[config.mk]
export PLATFORM = sky130hd
export DESIGN_NAME = mipi_fb_writer
export DESIGN_NICKNAME = d
export VERILOG_FILES = /design/src/rtl/fb_pkg.sv /design/src/rtl/fb_byte_packer.sv /design/src/rtl/mipi_fb_writer.sv
export SDC_FILE = /design/constraint.sdc
export NUM_CORES = 1
export LEC_CHECK = 0
export CAP_MARGIN = 30
export CORE_UTILIZATION = 35
export DETAILED_ROUTE_END_ITERATION = 16
export SYNTH_ARGS = -nofsm -noshare
export SYNTH_HDL_FRONTEND = slang
export SYNTH_SLANG_ARGS = --single-unit
[constraint.sdc]
create_clock -name sys_clk -period 3.8 [get_ports sys_clk]
set_input_delay 0.38 -clock sys_clk [delete_from_list [all_inputs] [get_ports sys_clk]]
set_output_delay 0.38 -clock sys_clk [all_outputs]
set_load 0.03 [all_outputs]
[src/rtl/fb_pkg.sv]
// Shared frame-buffer constants and the capture FSM state type.
// The HDMI reader and the DPRAM depth are sized from the same constants.
package fb_pkg;

  localparam int H_ACTIVE = 640;
  localparam int V_ACTIVE = 480;
  localparam int FB_WORDS = H_ACTIVE * V_ACTIVE / 4;
  localparam int ADDR_W   = 17;

  typedef enum logic [1:0] {
    IDLE      = 2'd0,
    WAIT_LINE = 2'd1,
    ACTIVE    = 2'd2,
    FULL      = 2'd3
  } fb_state_e;

endpackage

[src/rtl/fb_byte_packer.sv]
// Packs accepted pixel bytes into 32-bit little-endian words.
// A completed word is presented for exactly one cycle, one cycle after its fourth byte.
module fb_byte_packer (
  input  logic        clk_i,
  input  logic        rst_i,
  input  logic        clear_i,
  input  logic        valid_i,
  input  logic [7:0]  byte_i,
  output logic        word_valid_o,
  output logic [31:0] word_o
);

  logic [1:0]  lane_q;
  logic [23:0] shift_q;
  logic [31:0] word_q;
  logic        word_valid_q;

  // Lane fill and word hand-off; clear drops any partial word by rewinding the lane.
  always_ff @(posedge clk_i or posedge rst_i) begin
    if (rst_i) begin
      lane_q       <= 2'd0;
      shift_q      <= 24'd0;
      word_q       <= 32'd0;
      word_valid_q <= 1'b0;
    end else begin
      word_valid_q <= 1'b0;
      if (clear_i) begin
        lane_q <= 2'd0;
      end else if (valid_i) begin
        lane_q <= lane_q + 2'd1;
        case (lane_q)
          2'd0: shift_q[7:0]   <= byte_i;
          2'd1: shift_q[15:8]  <= byte_i;
          2'd2: shift_q[23:16] <= byte_i;
          default: begin
            word_q       <= {byte_i, shift_q};
            word_valid_q <= 1'b1;
          end
        endcase
      end
    end
  end

  assign word_valid_o = word_valid_q;
  assign word_o       = word_q;

endmodule

[src/rtl/mipi_fb_writer.sv]
// Frame-buffer write side: crops the CSI byte stream to H_ACTIVE x V_ACTIVE,
// packs it into words and drives DPRAM port A so pixel (x,y) lands at byte y*H_ACTIVE+x.
module mipi_fb_writer #(
  parameter int H_ACTIVE = fb_pkg::H_ACTIVE,
  parameter int V_ACTIVE = fb_pkg::V_ACTIVE,
  parameter int ADDR_W   = fb_pkg::ADDR_W
) (
  input  logic              sys_clk,
  input  logic              reset,
  input  logic              frame_start,
  input  logic              line_start,
  input  logic              pix_valid,
  input  logic [7:0]        pix_data,
  output logic              ram_we,
  output logic [ADDR_W-1:0] ram_addr,
  output logic [31:0]       ram_data,
  output logic              frame_done,
  output logic [9:0]        line_cnt,
  output logic              err_short
);

  import fb_pkg::*;

  localparam int                XW         = $clog2(H_ACTIVE + 1);
  localparam logic [XW-1:0]     X_END      = XW'(H_ACTIVE);
  localparam logic [XW-1:0]     X_LAST     = XW'(H_ACTIVE - 1);
  localparam logic [9:0]        Y_END      = 10'(V_ACTIVE);
  localparam logic [9:0]        Y_LAST     = 10'(V_ACTIVE - 1);
  localparam logic [ADDR_W-1:0] LINE_WORDS = ADDR_W'(H_ACTIVE / 4);

  fb_state_e         state_q, state_d;
  logic [XW-1:0]     x_q, x_d;
  logic [9:0]        y_q, y_d;
  logic [ADDR_W-1:0] base_q, base_d;
  logic [ADDR_W-1:0] addr_q, addr_d;
  logic              err_q, err_d;
  logic              done_q, done_d;
  logic              accept;
  logic              packClear;

  // Next-state logic: frame/line boundaries take priority over pixel bytes in the same cycle.
  always_comb begin
    state_d   = state_q;
    x_d       = x_q;
    y_d       = y_q;
    base_d    = base_q;
    addr_d    = addr_q;
    err_d     = err_q;
    done_d    = 1'b0;
    accept    = 1'b0;
    packClear = 1'b0;

    case (state_q)
      IDLE: begin
        if (frame_start) begin
          x_d       = '0;
          y_d       = '0;
          base_d    = '0;
          packClear = 1'b1;
          state_d   = line_start ? ACTIVE : WAIT_LINE;
        end
      end

      WAIT_LINE, ACTIVE: begin
        if (frame_start) begin
          err_d     = 1'b1;
          x_d       = '0;
          y_d       = '0;
          base_d    = '0;
          packClear = 1'b1;
          state_d   = line_start ? ACTIVE : WAIT_LINE;
        end else if (line_start) begin
          x_d       = '0;
          packClear = 1'b1;
          if (state_q == WAIT_LINE) begin
            state_d = ACTIVE;
          end else begin
            if (x_q != X_END) err_d = 1'b1;
            y_d    = y_q + 10'd1;
            base_d = base_q + LINE_WORDS;
            if (y_q + 10'd1 == Y_END) state_d = FULL;
          end
        end else if (state_q == ACTIVE && pix_valid && x_q != X_END) begin
          accept = 1'b1;
          x_d    = x_q + XW'(1);
          if (x_q[1:0] == 2'b11) addr_d = base_q + ADDR_W'(x_q >> 2);
          if (x_q == X_LAST && y_q == Y_LAST) state_d = FULL;
        end
      end

      FULL: begin
        done_d  = 1'b1;
        state_d = IDLE;
      end

      default: state_d = IDLE;
    endcase
  end

  // State, position, address and status registers.
  always_ff @(posedge sys_clk or posedge reset) begin
    if (reset) begin
      state_q <= IDLE;
      x_q     <= '0;
      y_q     <= '0;
      base_q  <= '0;
      addr_q  <= '0;
      err_q   <= 1'b0;
      done_q  <= 1'b0;
    end else begin
      state_q <= state_d;
      x_q     <= x_d;
      y_q     <= y_d;
      base_q  <= base_d;
      addr_q  <= addr_d;
      err_q   <= err_d;
      done_q  <= done_d;
    end
  end

  fb_byte_packer uPacker (
    .clk_i        (sys_clk),
    .rst_i        (reset),
    .clear_i      (packClear),
    .valid_i      (accept),
    .byte_i       (pix_data),
    .word_valid_o (ram_we),
    .word_o       (ram_data)
  );

  assign ram_addr   = addr_q;
  assign frame_done = done_q;
  assign line_cnt   = y_q;
  assign err_short  = err_q;

endmodule
==> Word level (Yosys, flattened, before mapping) <==
Cells that the tools add are included.
W data, S select, Z words.
{ "word_totals": {"reg_bits": 117, "out_inout_bits": 62} }
{ "op_classes": {"n_addsub": 5, "n_reduce_logical": 20, "n_eq_ne": 17, "n_bitwise": 4, "n_mux": 41} }
{ "op_table": {"columns": ["operator", "count"], "rows": [
  ["$mux W10", 7],
  ["$mux W17", 4],
  ["$pmux W10 S2", 2],
  ["$pmux W17 S2", 1],
  ["$add A10 B1 Y10 const B", 2],
  ["$eq A10 B9 Y1 const B", 2],
  ["$mux W2", 10],
  ["$add A17 B8 Y17", 1],
  ["$add A17 B8 Y17 const B", 1],
  ["$mux W1", 15],
  ["$reduce_and A3 Y1", 5],
  ["$reduce_and A4 Y1", 3],
  ["$eq A10 B10 Y1 const B", 1],
  ["$ne A10 B10 Y1 const B", 1],
  ["$eq A2 B2 Y1 const B", 4],
  ["$ne A4 B4 Y1 const B", 2],
  ["$reduce_bool A2 Y1", 4],
  ["$ne A3 B3 Y1 const B", 2],
  ["$pmux W2 S3", 1],
  ["$ne A5 B5 Y1 const B", 1],
  ["$reduce_and A5 Y1", 1],
  ["$eq A2 B1 Y1 const B", 2],
  ["$logic_not A2 Y1", 2],
  ["$ne A2 B2 Y1 const B", 2],
  ["other kinds (6)", 11]
]} }

==> Logic depth before layout (Yosys ltp) <==
{ "depth": {"ltp_word": 9, "ltp_mapped": 10, "mapped_depth_nobuf": 8} }

==> By module <==
From an unflattened synthesis, not the netlist that was laid out.
{ "unflattened": {"hier_cells": 472, "hier_area_um2": 5348.9} }
{ "modules_own_cells": {"columns": ["module", "area_each_um2", "cells_per_inst", "n_inst"], "rows": [
  ["mipi_fb_writer", 2946.6, 337, 1],
  ["fb_byte_packer", 2402.3, 135, 1]
]} }

==> Worst setup path after synthesis <==
Ideal clock, no wire load.
{ "synth_timing": {"path_kind": "register -> register", "startpoint": "register state_q[0]", "endpoint": "register uPacker.word_q[10], in the netlist uPacker.word_o[10]", "setup_slack_ns": 1.806, "path_stages_with_launch": 10, "path_buffers": 2, "required_time_ns": 3.675, "synth_period_minus_slack_ns": 1.994, "arrival_time_ns": 1.869, "path_cell_list": "dfrtp_1 -> inv_1 -> ha_1 -> nand2b_1 -> nor2_2 -> and2_4 -> buf_6 -> nand2_8 -> buf_12 -> mux2_4"} }
{ "synth_via": {"elab_chain_cells": 8} }
{ "synth_rtl": {"columns": ["item", "line", "rtl"], "rows": [
  ["from (decl)", "mipi_fb_writer.sv:31", "fb_state_e state_q, state_d;"],
  ["from (signal assigned)", "mipi_fb_writer.sv:111", "state_q <= state_d;"],
  ["$eq A2 B2 Y1", "mipi_fb_writer.sv:53, mipi_fb_writer.sv:83", null],
  ["$logic_and A1 B1 Y1 (2 in a row)", "mipi_fb_writer.sv:83", "end else if (state_q == ACTIVE && pix_valid && x_q != X_END) begin"],
  ["$mux W1", "mipi_fb_writer.sv:83", null],
  ["$mux W1", "mipi_fb_writer.sv:72", "end else if (line_start) begin"],
  ["$mux W1", "mipi_fb_writer.sv:65", "if (frame_start) begin"],
  ["$mux W1", "mipi_fb_writer.sv:53", "case (state_q)"],
  ["$reduce_and A3 Y1 (no source line) (*)", null, null],
  ["to (signal assigned)", "fb_byte_packer.sv:36", "word_q <= {byte_i, shift_q};"],
  ["to (decl)", "fb_byte_packer.sv:15", "logic [31:0] word_q;"]
]} }
Mark *: on every way between the ends. The rest lies on a longest branch, timed or not.
A chain may end at the register's enable or synchronous reset.

==> Final worst setup path <==
{ "layout_timing": {"startpoint": "register state_q[0]", "endpoint": "register addr_q[3], in the netlist ram_addr[3]"} }
{ "layout_via": {"elab_chain_cells": 4} }
{ "layout_rtl": {"columns": ["item", "line", "rtl"], "rows": [
  ["$eq A2 B2 Y1", "mipi_fb_writer.sv:53, mipi_fb_writer.sv:83", null],
  ["$logic_and A1 B1 Y1 (2 in a row)", "mipi_fb_writer.sv:83", null],
  ["$reduce_and A5 Y1 (no source line) (*)", null, null],
  ["to (signal assigned)", "mipi_fb_writer.sv:115", "addr_q <= addr_d;"],
  ["to (decl)", "mipi_fb_writer.sv:35", "logic [ADDR_W-1:0] addr_q, addr_d;"]
]} }
Marked as above.

==> results_dict.tcl <==
set metrics [dict create \
    fin_area_sq_um 6590 \
    ys_warn_count 0 \
    hold_start "err_short" \
    cp_max_fo 30 \
    p_leak_uw 0.00303 \
    cts_sinks 112 \
    antenna_found_initial 0 \
    post_cts_buffers 0 \
    place_congestion 0.836 \
    crit_path_start_kind "flip-flop" \
    cts_made_buffers 9 \
    io_buffers 74 \
    peakVddDrop_mv 0.276 \
    synth_top_family_by_area "multiplexers" \
    die-area_sq_um 16000 \
    dr_total_vias 3604 \
    synth-adder-area-share_pct 3.92 \
    power.density_nw_per_um2 466 \
    rows 45 \
    cts_tree "done" \
    synth_area_sq_um 5420 \
    hold_viol 0 \
    syn_nets 492 \
    hold_buffers 0 \
    postPlaceCellArea_sq_um 6290 \
    end_kind "flip-flop" \
    drt_iter0_markers 221 \
    avgSynthCellArea_sq_um 11.7 \
    num-fill-cells 1393 \
    gr-total-overflow 0 \
    area_growth_pct 21.6 \
    finalCriticalPeriod_ns 2.62 \
    pin_count 75 \
    ys_types 49 \
    hold_class "flip-flop to flip-flop" \
    final_net_count 564 \
    yosysSeqAreaShare_pct 51.7 \
    drive_gt1_share_pct 17.1 \
    grt_pass1_wl_mm 18.8 \
    die-width_um 126 \
    grt_pass1_vias 3673 \
    grt_max_degree 65 \
    routed_via_density 4.96 \
    cp.arrival_ns 2.84 \
    drc_errors 0 \
    timing.fmax_mhz 382 \
    cts_resized 0 \
    worstReg2RegStart "state_q[0]" \
    dp_hpwl_mm 7.67 \
    synth_edf_count 0 \
    worstPathRequired_ns 4.02 \
    synth_compound_area_share_pct 8.01 \
    die_h_um 126 \
    synth_cells 462 \
    wirelength_mm 10.9 \
    rsz0062_at_grt "no" \
    synth-simple-area-share_pct 13.4 \
    dominantRegCellSynth "dfrtp_1" \
    skew_ns 0.00545 \
    slew_headroom_pct 46.6 \
    max_slew.worst_pin.slew_ns 0.802 \
    setup_viol 0 \
    post-route-period-util_pct 68.9 \
    crit_path_start "state_q[0]" \
    tns_ns 0 \
    cts_root_buffer "clkbuf_16" \
    wire_per_inst_um 15.0 \
    cts-htree-levels 3 \
    synth_mux_area_share_pct 15.3 \
    start_util_pct 35.8 \
    path_clk_slew_ns 0.07 \
    synthArstFlopShare_pct 100 \
    cap_viol_max_count 0 \
    gr-usage-all-layers_pct 14.7 \
    dr.pass1.iters 4 \
    diodes 0 \
    cts_max_path_buffers 2 \
    clk_latency_ns 0.34 \
    slew_violations 0 \
    critPathKind "flip-flop to flip-flop" \
    status "finished clean" \
    core_area_sq_um 15100 \
    ys_seq_elements 112 \
    drtAntennaViolNets 0 \
    synth_xor_xnor_area_share_pct 4.20 \
]
cell families (layout without fill, tap and decap cells):
| kind of cell | Yosys count | in the layout |
|---|---|---|
| muxes | 64 | 64 |
| adders and majority gates | 17 | 17 |
| and+or+nand+nor | 142 | 142 |
| xor gates and xnor gates | 26 | 26 |
| buffers and inverters | 28 | 104 |
| other | 1 | 1 |
| DFF | 112 | 112 |
| AOI/OAI and AO/OA | 72 | 72 |
worst paths after layout:
check                               endpoint  depth (start not counted)  slack (ns)
max                              ram_addr[3]                          7        1.18
min                                err_short                          1        0.47
max reg2reg                      ram_addr[3]                          7        1.18
min reg2reg                        err_short                          1        0.47
max in group asynchronous             x_q[3]                          3        2.49
min in group asynchronous  uPacker.word_o[3]                          2        0.56
Yosys cell counts, types with 10 or more instances:
library cell | number | area [sq um]
a21oi_1 | 12 | 60.1
dfrtp_1 | 112 | 2800
ha_1 | 17 | 213
inv_1 | 13 | 48.8
mux2_2 | 28 | 315
mux2_4 | 30 | 450
nand2_1 | 44 | 165
nand3_1 | 13 | 65.1
nor2_1 | 31 | 116
o21ai_0 | 35 | 175
o31ai_1 | 10 | 75.1
xnor2_1 | 15 | 131
xor2_1 | 11 | 96.3
routing by layer:
layer	wire length, um	track usage [%]	vias up
li1	-	-	1740
met1	5420	20.5	1783
met2	5060	23.5	71
met3	316	2.83	10
met4	111	3.47	0
met5	0	0	-
power by group:
group	switching [uW]	total (uW)	internal (uW)
clock	446	965	519
combinational	457	733	276
sequential	79.5	1380	1300
total	983	3070	2090
flip-flops by register name, summed over array words and instances (netlist names):
name	count
uPacker.word_o	32
uPacker.shift_q	24
ram_addr	17
base_q	12
line_cnt	10
x_q	10
state_q	2
uPacker.lane_q	2
err_short	1
frame_done	1
uPacker.word_valid_o	1
cells in the final DEF, fill, tap and decap left out, types with 4 or more instances in the layout:
cell type	n
dfrtp_1	112
clkdlybuf4s50_1	74
nand2_1	44
o21ai_0	35
nor2_1	31
mux2_4	30
mux2_2	28
ha_1	17
xnor2_1	15
nand3_1	13
inv_1	12
a21oi_1	12
xor2_1	11
o31ai_1	10
nor3_1	9
clkbuf_16	9
nand2b_1	6
and3_1	5
and2_1	5
nand2_2	5
nor2b_1	4
mux2_1	4
a31oi_1	4
area by class of cell:
cell class	instances	area (sq um)	share of cell area, %
clock buffers	9	225	3.42
flip-flops and latches	112	2800	42.5
clock inverters	6	75.1	1.14
repair buffers	76	768	11.7
multi-input cells	322	2430	36.9
inverters	13	51.3	0.778
well taps	188	235	3.57
through the flow:
stage / setup slack (ns) / power [uW] / hold WS, ns / std cells / util [%]
6_report: 1.18 / 3070 / 0.473 / 726 / 43.5
5_1_grt: 0.915 / 3260 / 0.496 / 726 / 43.5
4_1_cts: 1.16 / 3110 / 0.483 / 726 / 43.5
3_5_place_dp: 1.04 / 2130 / 0.460 / 711 / 41.5
3_3_place_gp: 1.14 / 2110 / 0.453 / 711 / 41.5
2_1_floorplan: 0.461 / 1930 / 0.476 / 462 / -
worst max-delay path, cell delays in order (launching register included):
cell and delay, ns:
dfrtp_1 0.38, inv_1 0.10, ha_1 0.40, nand2b_1 0.30, nor2_2 0.28, and2_4 0.29
nand2_2 0.32, mux2_1 0.43
(Power assumes the default switching activity.)
